$ cat src/rtl/neuron_accumulator.sv
// neuron_accumulator
//   Multiply-accumulate stage of a network neuron. Collects NI signed
//   (activation, weight) beats, adds a bias sampled with the first beat,
//   saturates the exact sum to WO bits and presents it on a valid/ready
//   output that never retracts a result.
//
//   Build option: define NEURON_RELU_EN to clamp negative results to zero
//   after saturation. Timing and handshakes are identical in both builds.
module neuron_accumulator #(
  parameter int WI = 8,
  parameter int NI = 4,
  parameter int WO = 16
) (
  input  logic            iCLK,
  input  logic            iRST,
  input  logic            iValid_AS,
  output logic            oReady_AS,
  input  logic [2*WI-1:0] iData_AS,
  input  logic [WO-1:0]   iBias,
  output logic            oValid_BS,
  input  logic            iReady_BS,
  output logic [WO-1:0]   oData_BS
);

  // Accumulator is wide enough that bias plus NI full-precision products
  // can never overflow, so saturation only has to look at the final sum.
  localparam int WA = 2*WI + $clog2(NI) + 1;
  localparam int WC = (NI > 1) ? $clog2(NI) : 1;

  localparam logic [0:0] ST_ACC = 1'b0;
  localparam logic [0:0] ST_OUT = 1'b1;

  localparam logic [WC-1:0] CNT_LAST = WC'(NI - 1);
  localparam logic [WO-1:0] SAT_MAX  = {1'b0, {(WO-1){1'b1}}};
  localparam logic [WO-1:0] SAT_MIN  = {1'b1, {(WO-1){1'b0}}};

  logic [0:0]           stateReg;
  logic [WC-1:0]        cntReg;
  logic signed [WA-1:0] accReg;
  logic [WO-1:0]        dataReg;

  logic                   beatAccept;
  logic                   firstBeat;
  logic                   lastBeat;
  logic signed [WI-1:0]   act;
  logic signed [WI-1:0]   wgt;
  logic signed [2*WI-1:0] product;
  logic signed [WA-1:0]   productExt;
  logic signed [WA-1:0]   biasExt;
  logic signed [WA-1:0]   accNext;
  logic [WA-WO:0]         accUpper;
  logic                   posOvf;
  logic                   negOvf;
  logic [WO-1:0]          satResult;
  logic [WO-1:0]          outResult;

  // Input side is ready while collecting, or while a held result is being
  // taken downstream in this same cycle; never during reset.
  always_comb begin
    oReady_AS = 1'b0;
    if (!iRST) begin
      if (stateReg == ST_ACC) begin
        oReady_AS = 1'b1;
      end else begin
        oReady_AS = iReady_BS;
      end
    end
  end

  assign beatAccept = iValid_AS && oReady_AS;

  // In OUT the counter is always zero, so an accepted beat there naturally
  // starts the next vector.
  assign firstBeat = (cntReg == '0);
  assign lastBeat  = (cntReg == CNT_LAST);

  // Full-precision signed product and exact next accumulator value.
  always_comb begin
    act        = iData_AS[2*WI-1:WI];
    wgt        = iData_AS[WI-1:0];
    product    = act * wgt;
    productExt = {{(WA-2*WI){product[2*WI-1]}}, product};
    biasExt    = {{(WA-WO){iBias[WO-1]}}, iBias};
    if (firstBeat) begin
      accNext = biasExt + productExt;
    end else begin
      accNext = accReg + productExt;
    end
  end

  // Saturate to WO bits: the sum fits when every bit above the output sign
  // bit matches it; otherwise clamp towards the sign of the sum.
  always_comb begin
    accUpper = accNext[WA-1:WO-1];
    posOvf   = !accNext[WA-1] && (|accUpper);
    negOvf   = accNext[WA-1] && !(&accUpper);
    if (posOvf) begin
      satResult = SAT_MAX;
    end else if (negOvf) begin
      satResult = SAT_MIN;
    end else begin
      satResult = accNext[WO-1:0];
    end
  end

`ifdef NEURON_RELU_EN
  // Rectify after saturation so the output is never negative.
  always_comb begin
    outResult = satResult[WO-1] ? '0 : satResult;
  end
`else
  // Signed saturated value passes through unchanged.
  always_comb begin
    outResult = satResult;
  end
`endif

  // Beat counting, accumulation and result capture; a held result only
  // leaves OUT through the downstream handshake.
  always_ff @(posedge iCLK) begin
    if (iRST) begin
      stateReg <= ST_ACC;
      cntReg   <= '0;
      accReg   <= '0;
      dataReg  <= '0;
    end else if (beatAccept) begin
      accReg <= accNext;
      if (lastBeat) begin
        cntReg   <= '0;
        dataReg  <= outResult;
        stateReg <= ST_OUT;
      end else begin
        cntReg   <= cntReg + WC'(1);
        stateReg <= ST_ACC;
      end
    end else if ((stateReg == ST_OUT) && iReady_BS) begin
      stateReg <= ST_ACC;
    end
  end

  assign oValid_BS = (stateReg == ST_OUT);
  assign oData_BS  = dataReg;

endmodule

$ cat config.mk
export PLATFORM = sky130hd
export DESIGN_NAME = neuron_accumulator
export DESIGN_NICKNAME = d
export VERILOG_FILES = /design/src/rtl/neuron_accumulator.sv
export SDC_FILE = /design/constraint.sdc
export NUM_CORES = 1
export LEC_CHECK = 0
export CAP_MARGIN = 0
export CORE_MARGIN = 3
export CORE_UTILIZATION = 40
export CTS_BUF_LIST = sky130_fd_sc_hd__clkbuf_4 sky130_fd_sc_hd__clkbuf_8
export DETAILED_ROUTE_END_ITERATION = 7
export PLACE_DENSITY = 0.67
export SLEW_MARGIN = 10
export SYNTH_ARGS = -nofsm -noshare
export SYNTH_HDL_FRONTEND = slang
export SYNTH_SLANG_ARGS = --single-unit
$ cat constraint.sdc
create_clock -name iCLK -period 12.8 [get_ports iCLK]
set_input_delay 2.56 -clock iCLK [delete_from_list [all_inputs] [get_ports iCLK]]
set_output_delay 2.56 -clock iCLK [all_outputs]
set_load 0.01 [all_outputs]
Word-level counts from Yosys, hierarchy flattened
Cells that the tools add are included.
{"block": "word_totals", "ff_bits": 38, "latchBits": 0, "ram_bits": 0, "romBits": 0, "inputBits": 36, "output_inout_bits": 18, "wordCells": 29, "n_memories": 0}
{"block": "classes", "add_sub_neg": 3, "mul": 1, "div_mod_pow": 0, "n_lt_le_gt_ge": 0, "eq_ne": 1, "n_shift": 0, "muxes": 9, "n_bitwise": 0, "reduce_logical": 11}
{"operator": "16-bit 2-to-1 mux", "n": 2}
{"operator": "19-bit by 16-bit adder with 19-bit output", "n": 1}
{"operator": "19-bit 2-to-1 mux", "n": 1}
{"operator": "16-bit by 16-bit adder with 17-bit output", "n": 1}
{"operator": "8-bit by 8-bit multiplier with 16-bit output", "n": 1}
{"operator": "1-bit 2-to-1 mux", "n": 5}
{"operator": "1-bit logical AND", "n": 4}
{"operator": "4-bit AND reduction", "n": 1}
{"operator": "4-bit OR reduction", "n": 1}
{"operator": "2-bit by 1-bit adder with 2-bit output (second input constant)", "n": 1}
{"operator": "2-bit equality test (second input constant)", "n": 1}
{"operator": "1-bit logical NOT", "n": 2}
{"operator": "2-bit logical NOT", "n": 1}
{"operator": "2-bit 2-to-1 mux", "n": 1}
{"operator": "2-bit AND reduction", "n": 1}
{"operator": "2-bit nonzero test", "n": 1}

Depth between registers and ports, before layout
Gate-level depths: netlist of run 1.
{"block": "depth", "ltp_word": 8, "ltp_mapped": 31, "ltp_nobuf": 29}

Worst setup path before layout of run 1
Ideal clock, no wire load.
{"block": "synth_path", "path_kind": "input -> register", "from": "input port iData_AS[4]", "to": "register dataReg[10], in the netlist oData_BS[10]", "setup_time_ns": 0.122, "arrival_time_ns": 8.479, "t_required_ns": 12.678, "setup_slack_ns": 4.199, "cell_stages": 26, "n_path_buf": 2, "cell_sequence": "and2_1 > fa_1 > inv_1 > fa_1 > inv_1 > fa_1 > fa_1 > ha_1 > o21ai_0 > a21boi_0 > o21ai_0 > a21boi_0 > o21ai_0 > a21boi_0 > or4_1 > nand3_1 > ha_1 > clkbuf_1 > nor2b_1 > nand2_1 > o41ai_1 > a211o_1 > or4_4 > o211a_4 > buf_6 > a221o_1"}
{"block": "synth_via", "elab_chain_cells": 8, "elab_cells_between_ends": 12, "classes_between": "add/sub (2); mul (1); mux (3); reduce/logical (6)"}
{"element": "from (decl)", "line_no": "18", "source": "input logic [2*WI-1:0] iData_AS,"}
{"element": "8-bit by 8-bit multiplier with 16-bit output *", "line_no": "81", "source": "product = act * wgt;"}
{"element": "19-bit by 16-bit adder with 19-bit output / 16-bit by 16-bit adder with 17-bit output (equally long branches)", "line_no": "87, 85"}
{"element": "19-bit 2-to-1 mux *", "line_no": "84", "source": "if (firstBeat) begin"}
{"element": "4-bit AND reduction", "line_no": "96", "source": "negOvf = accNext[WA-1] && !(&accUpper);"}
{"element": "1-bit logical NOT", "line_no": "96"}
{"element": "1-bit logical AND", "line_no": "96"}
{"element": "16-bit 2-to-1 mux", "line_no": "99", "source": "end else if (negOvf) begin"}
{"element": "16-bit 2-to-1 mux *", "line_no": "97", "source": "if (posOvf) begin"}
{"element": "to (signal assigned)", "line_no": "130", "source": "dataReg <= outResult;"}
{"element": "to (decl)", "line_no": "40", "source": "logic [WO-1:0] dataReg;"}
Mark *: on every way between the ends. The rest lies on a longest branch, timed or not.
A chain may end at the register's enable or synchronous reset.

Worst setup path after layout of run 1
{"block": "layout_path", "from": "input port iData_AS[7]", "to": "register dataReg[11], in the netlist oData_BS[11]"}
The elaborated chain is that of the path after synthesis.

==> results, run 1 <==
- The run finished with clean final reports.
- On the worst path, the slowest cell contributes a delay of 0.67 ns.
- The buffers plus inverters on the worst setup path is 3.
- The most used flip-flop cell after synthesis is sky130_fd_sc_hd__dfxtp_1.
- The number of standard cells after synthesis is 665.
- The number of global-route vias before repair is 4723.
- The area fraction of the dominant cell type after synthesis is 0.201.
- In the post-synthesis netlist, the cell with the most instances is sky130_fd_sc_hd__inv_1.
- Across the run, the number of max-cap violations was 0.
- The core area is 13600 um2.
- In the final layout, the share of cells above drive strength 1 is 0.0448.
- After routing, the total negative slack on setup checks comes to 0 ns.
- The area added between synthesis and finish is 13.9%.
- Setup slack on the worst reg-to-reg path comes out at 9.24 ns.
- The number of violations reported at the end of detailed-routing iteration 0 is 369.
- In this run the post-CTS setup repair buffer count came out at 0.
- The number of antenna-violating nets in the routed design is 0.
- The clock period minus final worst setup slack is 9.56 ns.
- The clock passes through at most 2 buffers.
- The sum of routed wire length over all layers is 12500 um.
- TritonCTS built the clock tree.
- The largest individual stage delay along the critical path comes from the cell sky130_fd_sc_hd__clkdlybuf4s50_1.
- The critical path in this run is classified as in2reg.
- Sorting the synthesized cells by area gives the leading types as sky130_fd_sc_hd__fa_1, sky130_fd_sc_hd__ha_1, sky130_fd_sc_hd__dfxtp_1, sky130_fd_sc_hd__inv_1, sky130_fd_sc_hd__and2_1.
- The synthesized netlist occupies a cell area of 5670 um2.
- The vias per cell is 5.33.
- For the pin with the worst max-slew slack, the measured transition is 0.968 ns.
- The total stage count of the critical path is 26.
- The number of levels in the clock H-tree is 2.
- The kind of cell adding the most delay to the critical path is adder cells.
- During synthesis, Yosys emitted a total of 0 warnings.
- The number of CTS-inserted buffers is 5.
- By count the netlist is led by sky130_fd_sc_hd__inv_1, sky130_fd_sc_hd__ha_1, sky130_fd_sc_hd__fa_1, sky130_fd_sc_hd__nand2_1, sky130_fd_sc_hd__and2_1.
- The post-synthesis sequential element count is 38.
- The element type at the critical path end is a flip-flop.
- The initial standard-cell utilization of the core is 0.418.
- For this run, the total global-route usage over all layers was measured as 0.162.
- The die covers 15600 um2.
- The count of cells along the worst hold path is 2.
- sky130_fd_sc_hd__fa_1 takes more of the synthesized area than any other cell.
- STA classifies the critical path startpoint as an input pin.
- The repair_antennas step left the layout with diodes totalling 0.
- The synthesized design contains 0 enable-type register cells.
- Timing would allow up to 105 MHz.
- The final count of pins violating max slew is 0.
- The first TritonRoute pass finished after 4 iterations.
- The floorplan die height is 125 um.
- At the end of routability-driven placement, the weighted congestion stood at 0.845.
- Counting flops with an async set or reset pin after synthesis yields a share of 0.
- Of the available clock period, the critical path in the final layout requires 0.747.
- The number of cells on the worst reg-to-reg path is 11.
- The HPWL after detailed placement is 10500 um.
- The wire length per cell is 14.1 um.
- The path class of the tightest hold or removal check is reg2reg.
- The share of the yosys chip area belonging to registers is 0.134.
- The number of nets in the synthesized netlist is 824.
- The hold buffer count at CTS is 0.
- The overall via count from detail_route is 4747.
- Entering global routing, the biggest net connects 30 pins.
- For the worst-skew pair, the clock arrives at the later sink with an insertion delay of 0.29 ns.
- Among the stages of the critical path, the cell type that occurs most often is sky130_fd_sc_hd__fa_1.
- In this run, post-CTS repair resized a total of 0 instances.
- The unique cell type count in the Yosys netlist is 60.
- The required time of the critical path is 12.98 ns.
- The clock root buffer master is sky130_fd_sc_hd__clkbuf_8.
- The initial antenna violation count was 0.
- The number of clock sinks seen by CTS is 38.
- The worst pin sits at a relative slew slack of 0.354.
- In this run the count of I/O pins placed on the die edge is 54.
- The final-stage net count is 872.
- In the routed design, unresolved DRC markers number 0.
- Setup violations remaining at the end of the flow were counted as 0.
- The global-route congestion overflow total is 0.
- The data arrival time of the worst path is 9.74 ns.
- Setup repair after global routing left no endpoint under its margin.
- The chip width is 125 um.
- The final-report hold violation count was 0.
- The first global-routing pass estimated 21800 um of wire.
- The count of standard-cell rows is 42.
- A synthesized cell averages 8.53 um2.
- The final clock skew is 0.00810 ns.
- The count of input and output buffers is 53.
- In this run the worst path has a maximum fanout of 15.
- Clock-pin slew was measured on the worst setup and hold paths at 0.08 ns.
-- placed cells by master, fill, tap and decap left out, types with 3 or more instances in the layout --
master | Yosys | routed
sky130_fd_sc_hd__nor2b_1 | 10 | 10
sky130_fd_sc_hd__o21a_1 | 5 | 5
sky130_fd_sc_hd__and2_1 | 44 | 44
sky130_fd_sc_hd__mux2_2 | 5 | 5
sky130_fd_sc_hd__a211oi_1 | 8 | 8
sky130_fd_sc_hd__clkbuf_8 | 0 | 6
sky130_fd_sc_hd__or3_1 | 4 | 4
sky130_fd_sc_hd__mux2i_1 | 4 | 4
sky130_fd_sc_hd__a21oi_1 | 37 | 37
sky130_fd_sc_hd__a221o_2 | 4 | 4
sky130_fd_sc_hd__or4_1 | 3 | 3
sky130_fd_sc_hd__o31ai_1 | 4 | 4
sky130_fd_sc_hd__clkdlybuf4s50_1 | 0 | 53
sky130_fd_sc_hd__nor3_1 | 7 | 7
sky130_fd_sc_hd__nand3b_1 | 8 | 8
sky130_fd_sc_hd__a21boi_0 | 5 | 5
sky130_fd_sc_hd__ha_1 | 66 | 66
sky130_fd_sc_hd__o211ai_1 | 6 | 6
sky130_fd_sc_hd__nand2_1 | 54 | 54
sky130_fd_sc_hd__nor3b_1 | 5 | 5
sky130_fd_sc_hd__xnor2_1 | 28 | 28
sky130_fd_sc_hd__a21o_1 | 12 | 12
sky130_fd_sc_hd__o21ai_1 | 3 | 3
sky130_fd_sc_hd__nor2_1 | 37 | 37
sky130_fd_sc_hd__fa_1 | 57 | 57
sky130_fd_sc_hd__or2_2 | 3 | 3
sky130_fd_sc_hd__a221o_1 | 11 | 11
sky130_fd_sc_hd__dfxtp_1 | 38 | 38
sky130_fd_sc_hd__xor2_1 | 9 | 9
sky130_fd_sc_hd__nand3_1 | 6 | 6
sky130_fd_sc_hd__o21ai_0 | 36 | 36
sky130_fd_sc_hd__and3_1 | 3 | 3
sky130_fd_sc_hd__nand2b_1 | 11 | 11
sky130_fd_sc_hd__inv_1 | 89 | 89
-- area by class of cell --
type / count / area, um2
inverter: 90 / 338
fill: 1325 / 7100
tap: 176 / 220
multi-input combinational: 525 / 4510
clock buffer: 6 / 82.6
clock inverter: 2 / 12.5
timing repair buffer: 53 / 531
sequential: 38 / 761
-- worst register-to-register path, cell delays in order, from the launching register on --
cell	delay [ns]
sky130_fd_sc_hd__dfxtp_1	0.32
sky130_fd_sc_hd__ha_1	0.23
sky130_fd_sc_hd__fa_1	0.43
sky130_fd_sc_hd__a211oi_1	0.37
sky130_fd_sc_hd__o211ai_1	0.21
sky130_fd_sc_hd__a211oi_1	0.53
sky130_fd_sc_hd__nor4_2	0.10
sky130_fd_sc_hd__mux2i_1	0.16
sky130_fd_sc_hd__xnor2_1	0.25
sky130_fd_sc_hd__o21ai_2	0.11
sky130_fd_sc_hd__a32o_2	0.36
sky130_fd_sc_hd__a221o_2	0.38
-- through the flow --
step,worst slack (ns),utilization,instance area (um2),cells,hold slack [ns]
floorplan,4.20,-,5670,665,0.453
global placement,3.25,0.469,6360,882,0.477
global route,2.74,0.476,6460,890,0.514
detailed placement,3.02,0.469,6360,882,0.475
CTS,3.27,0.476,6460,890,0.487
finish,3.24,0.476,6460,890,0.489
-- per-layer routing --
layer,up-vias,part of all wire,global-route usage
met5,-,0,0
met4,0,0.011,0.0287
met3,14,0.032,0.0205
met2,85,0.50,0.285
met1,2285,0.46,0.216
li1,2363,-,-
-- path summary, 6_finish.rpt --
kind / startpoint / endpoint
max reg2reg: accReg[0]$_SDFFE_PP0P_ / oData_BS[11]$_SDFFE_PP0P_
max: iData_AS[7] / oData_BS[11]$_SDFFE_PP0P_
min: accReg[9]$_SDFFE_PP0P_ / accReg[9]$_SDFFE_PP0P_
min reg2reg: accReg[9]$_SDFFE_PP0P_ / accReg[9]$_SDFFE_PP0P_
-- sequential cells by signal, summed over array words and instances (netlist names) --
| signal | flops |
|---|---|
| accReg | 19 |
| oData_BS | 16 |
| oValid_BS | 1 |
| cntReg | 2 |
-- kinds of logic (layout without fill, tap and decap cells) --
logic type               Yosys count  in the layout  synth area share
AO/OA/AOI/OAI                    157            157             0.192
XOR/XNOR                          37             37            0.0571
adder cells (fa/ha/maj)          123            123             0.347
buffers and inverters            102            151            0.0701
flip-flops                        38             38             0.134
multiplexers                       9              9            0.0170
AND/OR/NAND/NOR                  199            199             0.183
Power of run 1 is left out: the tool's default activity adds up to more than one toggle a clock period on the data nets, which glitch-free logic cannot reach.
==> run 2, diff against run 1 <==
==> constraint.sdc (replaced) <==
create_clock -name iCLK -period 9.5 [get_ports iCLK]
set_input_delay 1.9 -clock iCLK [delete_from_list [all_inputs] [get_ports iCLK]]
set_output_delay 1.9 -clock iCLK [all_outputs]
set_load 0.01 [all_outputs]
==> run 2 against run 1 <==
  * Via count fell by 0.23%
  * Cell area did not move
  * Clock skew grew 0.0015 ns
  * Count of clock-buffer cells in the layout unchanged
  * Routed wire length about the same
  * Hold slack about the same
  * Global-route usage hardly changed
  * Cell count did not move
  * Sequential cell count unchanged
  * Setup slack got worse by 2.5 ns
==> results, run 2 (same netlist as run 1, synthesis figures left out) <==
- Status: complete, no violations (unchanged).
- The detailed-route DRC error count was 0 (unchanged).
- The number of CTS-inserted buffers was 5 (unchanged).
- The summed negative setup slack over all endpoints is 0 ns (unchanged).
- The number of placed I/O pins was 54 (unchanged).
- The count of input and output buffers was 53 (unchanged).
- The met3 wirelength from detailed routing is 331 um (was 402 um).
- The count of standard-cell rows is 42 (unchanged).
- The wire length per cell is 14.1 um (about the same).
- The number of flip-flops under the largest register name is 19 (unchanged).
- The clock-pin slew on the worst setup and hold paths is 0.08 ns (about the same).
- The number of non-filler instances in the completed layout was 890 (unchanged).
- The critical path goes through clkdlybuf4s50_1, nand2b_1, fa_1, fa_1, inv_1, fa_1, fa_1, ha_1, o21ai_0, a21boi_0, o21ai_0, a21boi_0, o21ai_0, a21boi_0, nor2_1, ha_1, or2_2, nor3_1, o21ai_1, a2111oi_0, o31ai_1, o21ai_0, a32o_2, a221o_1.
- The number of placed cells counting well taps is 882 (unchanged).
- The area added between synthesis and finish is 13.9% (unchanged).
- The number of antenna-violating nets in the routed design is 0 (unchanged).
- The initial antenna violation count is 0 (unchanged).
- The maximum fanout count along the critical path was 15 (unchanged).
- The final clock skew is 0.00960 ns (was 0.00810 ns).
- The setup slack at placement came to 0.401 ns (was 3.02 ns).
- The global-route wire length before repair was 21600 um (was 21800 um).
- The hold buffer count at CTS was 0 (unchanged).
- The HPWL after detailed placement is 10600 um (was 10500 um).
- The data arrival time of the worst path was 9.05 ns (was 9.74 ns).
- The final worst-path cycle share is 0.927.
- The uppermost signal routing layer after detailed routing was met4 (unchanged).
- The clock period minus final worst setup slack is 8.81 ns.
- The insertion delay to the later sink of the worst-skew pair is 0.30 ns (was 0.29 ns).
- The post-CTS repair timing setup buffer count was 0 (unchanged).
- The post-CTS resize count was 0 (unchanged).
- The required time of the critical path is 9.74 ns (was 12.98 ns).
- The floorplan die area is 15600 um2 (unchanged).
- The remaining max-slew budget at the tightest pin is 0.353 (was 0.354).
- The buffer depth of the longest clock path was 2 (unchanged).
- The maximum number of pins on one net before global-route repair came to 30 (unchanged).
- The floorplan die height is 125 um (unchanged).
- The antenna diode instance count came to 0 (unchanged).
- The number of levels in the clock H-tree is 2 (unchanged).
- The final-report hold violation count is 0 (unchanged).
- The total met2 wirelength after detailed routing came to 6320 um (was 6270 um).
- The core area is 13600 um2 (unchanged).
- The startpoint class of the critical path is an input pin (unchanged).
- The transition time of the tightest slew-check pin came to 0.971 ns (was 0.968 ns).
- The final weighted congestion of routability-driven global placement was 0.845 (about the same).
- The chip width is 125 um (unchanged).
- The clock root buffer master is sky130_fd_sc_hd__clkbuf_8 (unchanged).
- The total routing usage reported by global routing was 0.162 (about the same).
- The highest-delay cell along the critical path was sky130_fd_sc_hd__a2111oi_0 (was sky130_fd_sc_hd__clkdlybuf4s50_1).
- The number of maximum-capacitance violations is 0 (unchanged).
- The vias per cell is 5.32 (was 5.33).
- The number of global-route vias before repair is 4622 (was 4723).
- The routed length on met1 is 5780 um (was 5720 um).
- RSZ-0062 raised after global routing: no (unchanged).
- The global-route congestion overflow total is 0 (unchanged).
- The largest incremental delay on the critical path is 0.69 ns (was 0.67 ns).
- The worst setup margin is 0.691 ns (was 3.24 ns).
- The CTS tree is done (unchanged).
- The number of violations reported at the end of detailed-routing iteration 0 is 272 (was 369).
- The overall via count from detail_route is 4736 (was 4747).
- The sum of routed wire length over all layers is 12500 um (about the same).
- The type of the worst setup path is in2reg (unchanged).
- The number of detailed-route iterations in the first pass is 5 (was 4).
- The largest register by flop count is accReg (unchanged).
- The classification of the worst-slack hold path was reg2reg (unchanged).
- The most common library cell in the layout ignoring fill and taps is sky130_fd_sc_hd__inv_1 (unchanged).
- Timing would allow up to 114 MHz.
- The number of clock sinks seen by CTS is 38 (unchanged).
- The element type at the critical path end is a flip-flop (unchanged).
- The share of post-route cells with drive strength above 1 is 0.0448 (unchanged).
- The initial standard-cell utilization of the core is 0.418 (unchanged).
- The number of endpoints failing setup at the final stage is 0 (unchanged).
- The final-stage net count is 872 (unchanged).
- Most frequent cells in the layout: sky130_fd_sc_hd__inv_1, sky130_fd_sc_hd__ha_1, sky130_fd_sc_hd__fa_1, sky130_fd_sc_hd__nand2_1, sky130_fd_sc_hd__clkdlybuf4s50_1 (unchanged).
- The final count of pins violating max slew was 0 (unchanged).
-- run 2: cell counts in the layout (fill, tap and decap cells not counted) --
Identical to the previous run, type by type.
-- run 2: area by class of cell --
type	instances	area (um2)
clock buffer	6	82.6
sequential	38	761
inverter	90	338
timing repair buffer	53	531
multi-input combinational	525	4510
clock inverter	2	12.5
fill	1326	7100
tap	176	220
-- run 2: critical path: cells and delay by family --
family / cells / cell delay (ns)
AO/OA/AOI/OAI: 12 / 3.06
adder cells (fa/ha/maj): 6 / 2.66
AND/OR/NAND/NOR: 4 / 0.72
buffers and inverters: 2 / 0.71
-- run 2: path summary, 6_finish.rpt --
check,cells past startpoint,end,slack [ns],startpoint
hold reg to reg,2,accReg[13]$_SDFFE_PP0P_,0.49,accReg[13]$_SDFFE_PP0P_
setup / recovery,24,oData_BS[8]$_SDFFE_PP0P_,0.69,iData_AS[7]
setup reg to reg,11,oData_BS[11]$_SDFFE_PP0P_,5.92,accReg[0]$_SDFFE_PP0P_
hold / removal,2,accReg[13]$_SDFFE_PP0P_,0.49,accReg[13]$_SDFFE_PP0P_
-- run 2: routing by layer --
metal	vias to the layer above	track usage
li1	2370	-
met1	2287	0.217
met2	68	0.285
met3	11	0.0183
met4	0	0.0293
met5	-	0
-- run 2: metrics by stage --
step	hold WS, ns	cell area [um2]	util
floorplan	0.453	5670	-
global placement	0.477	6360	0.469
detailed placement	0.475	6360	0.469
CTS	0.487	6460	0.476
global route	0.513	6460	0.476
finish	0.489	6460	0.476
Power of run 2 is left out for the same reason.
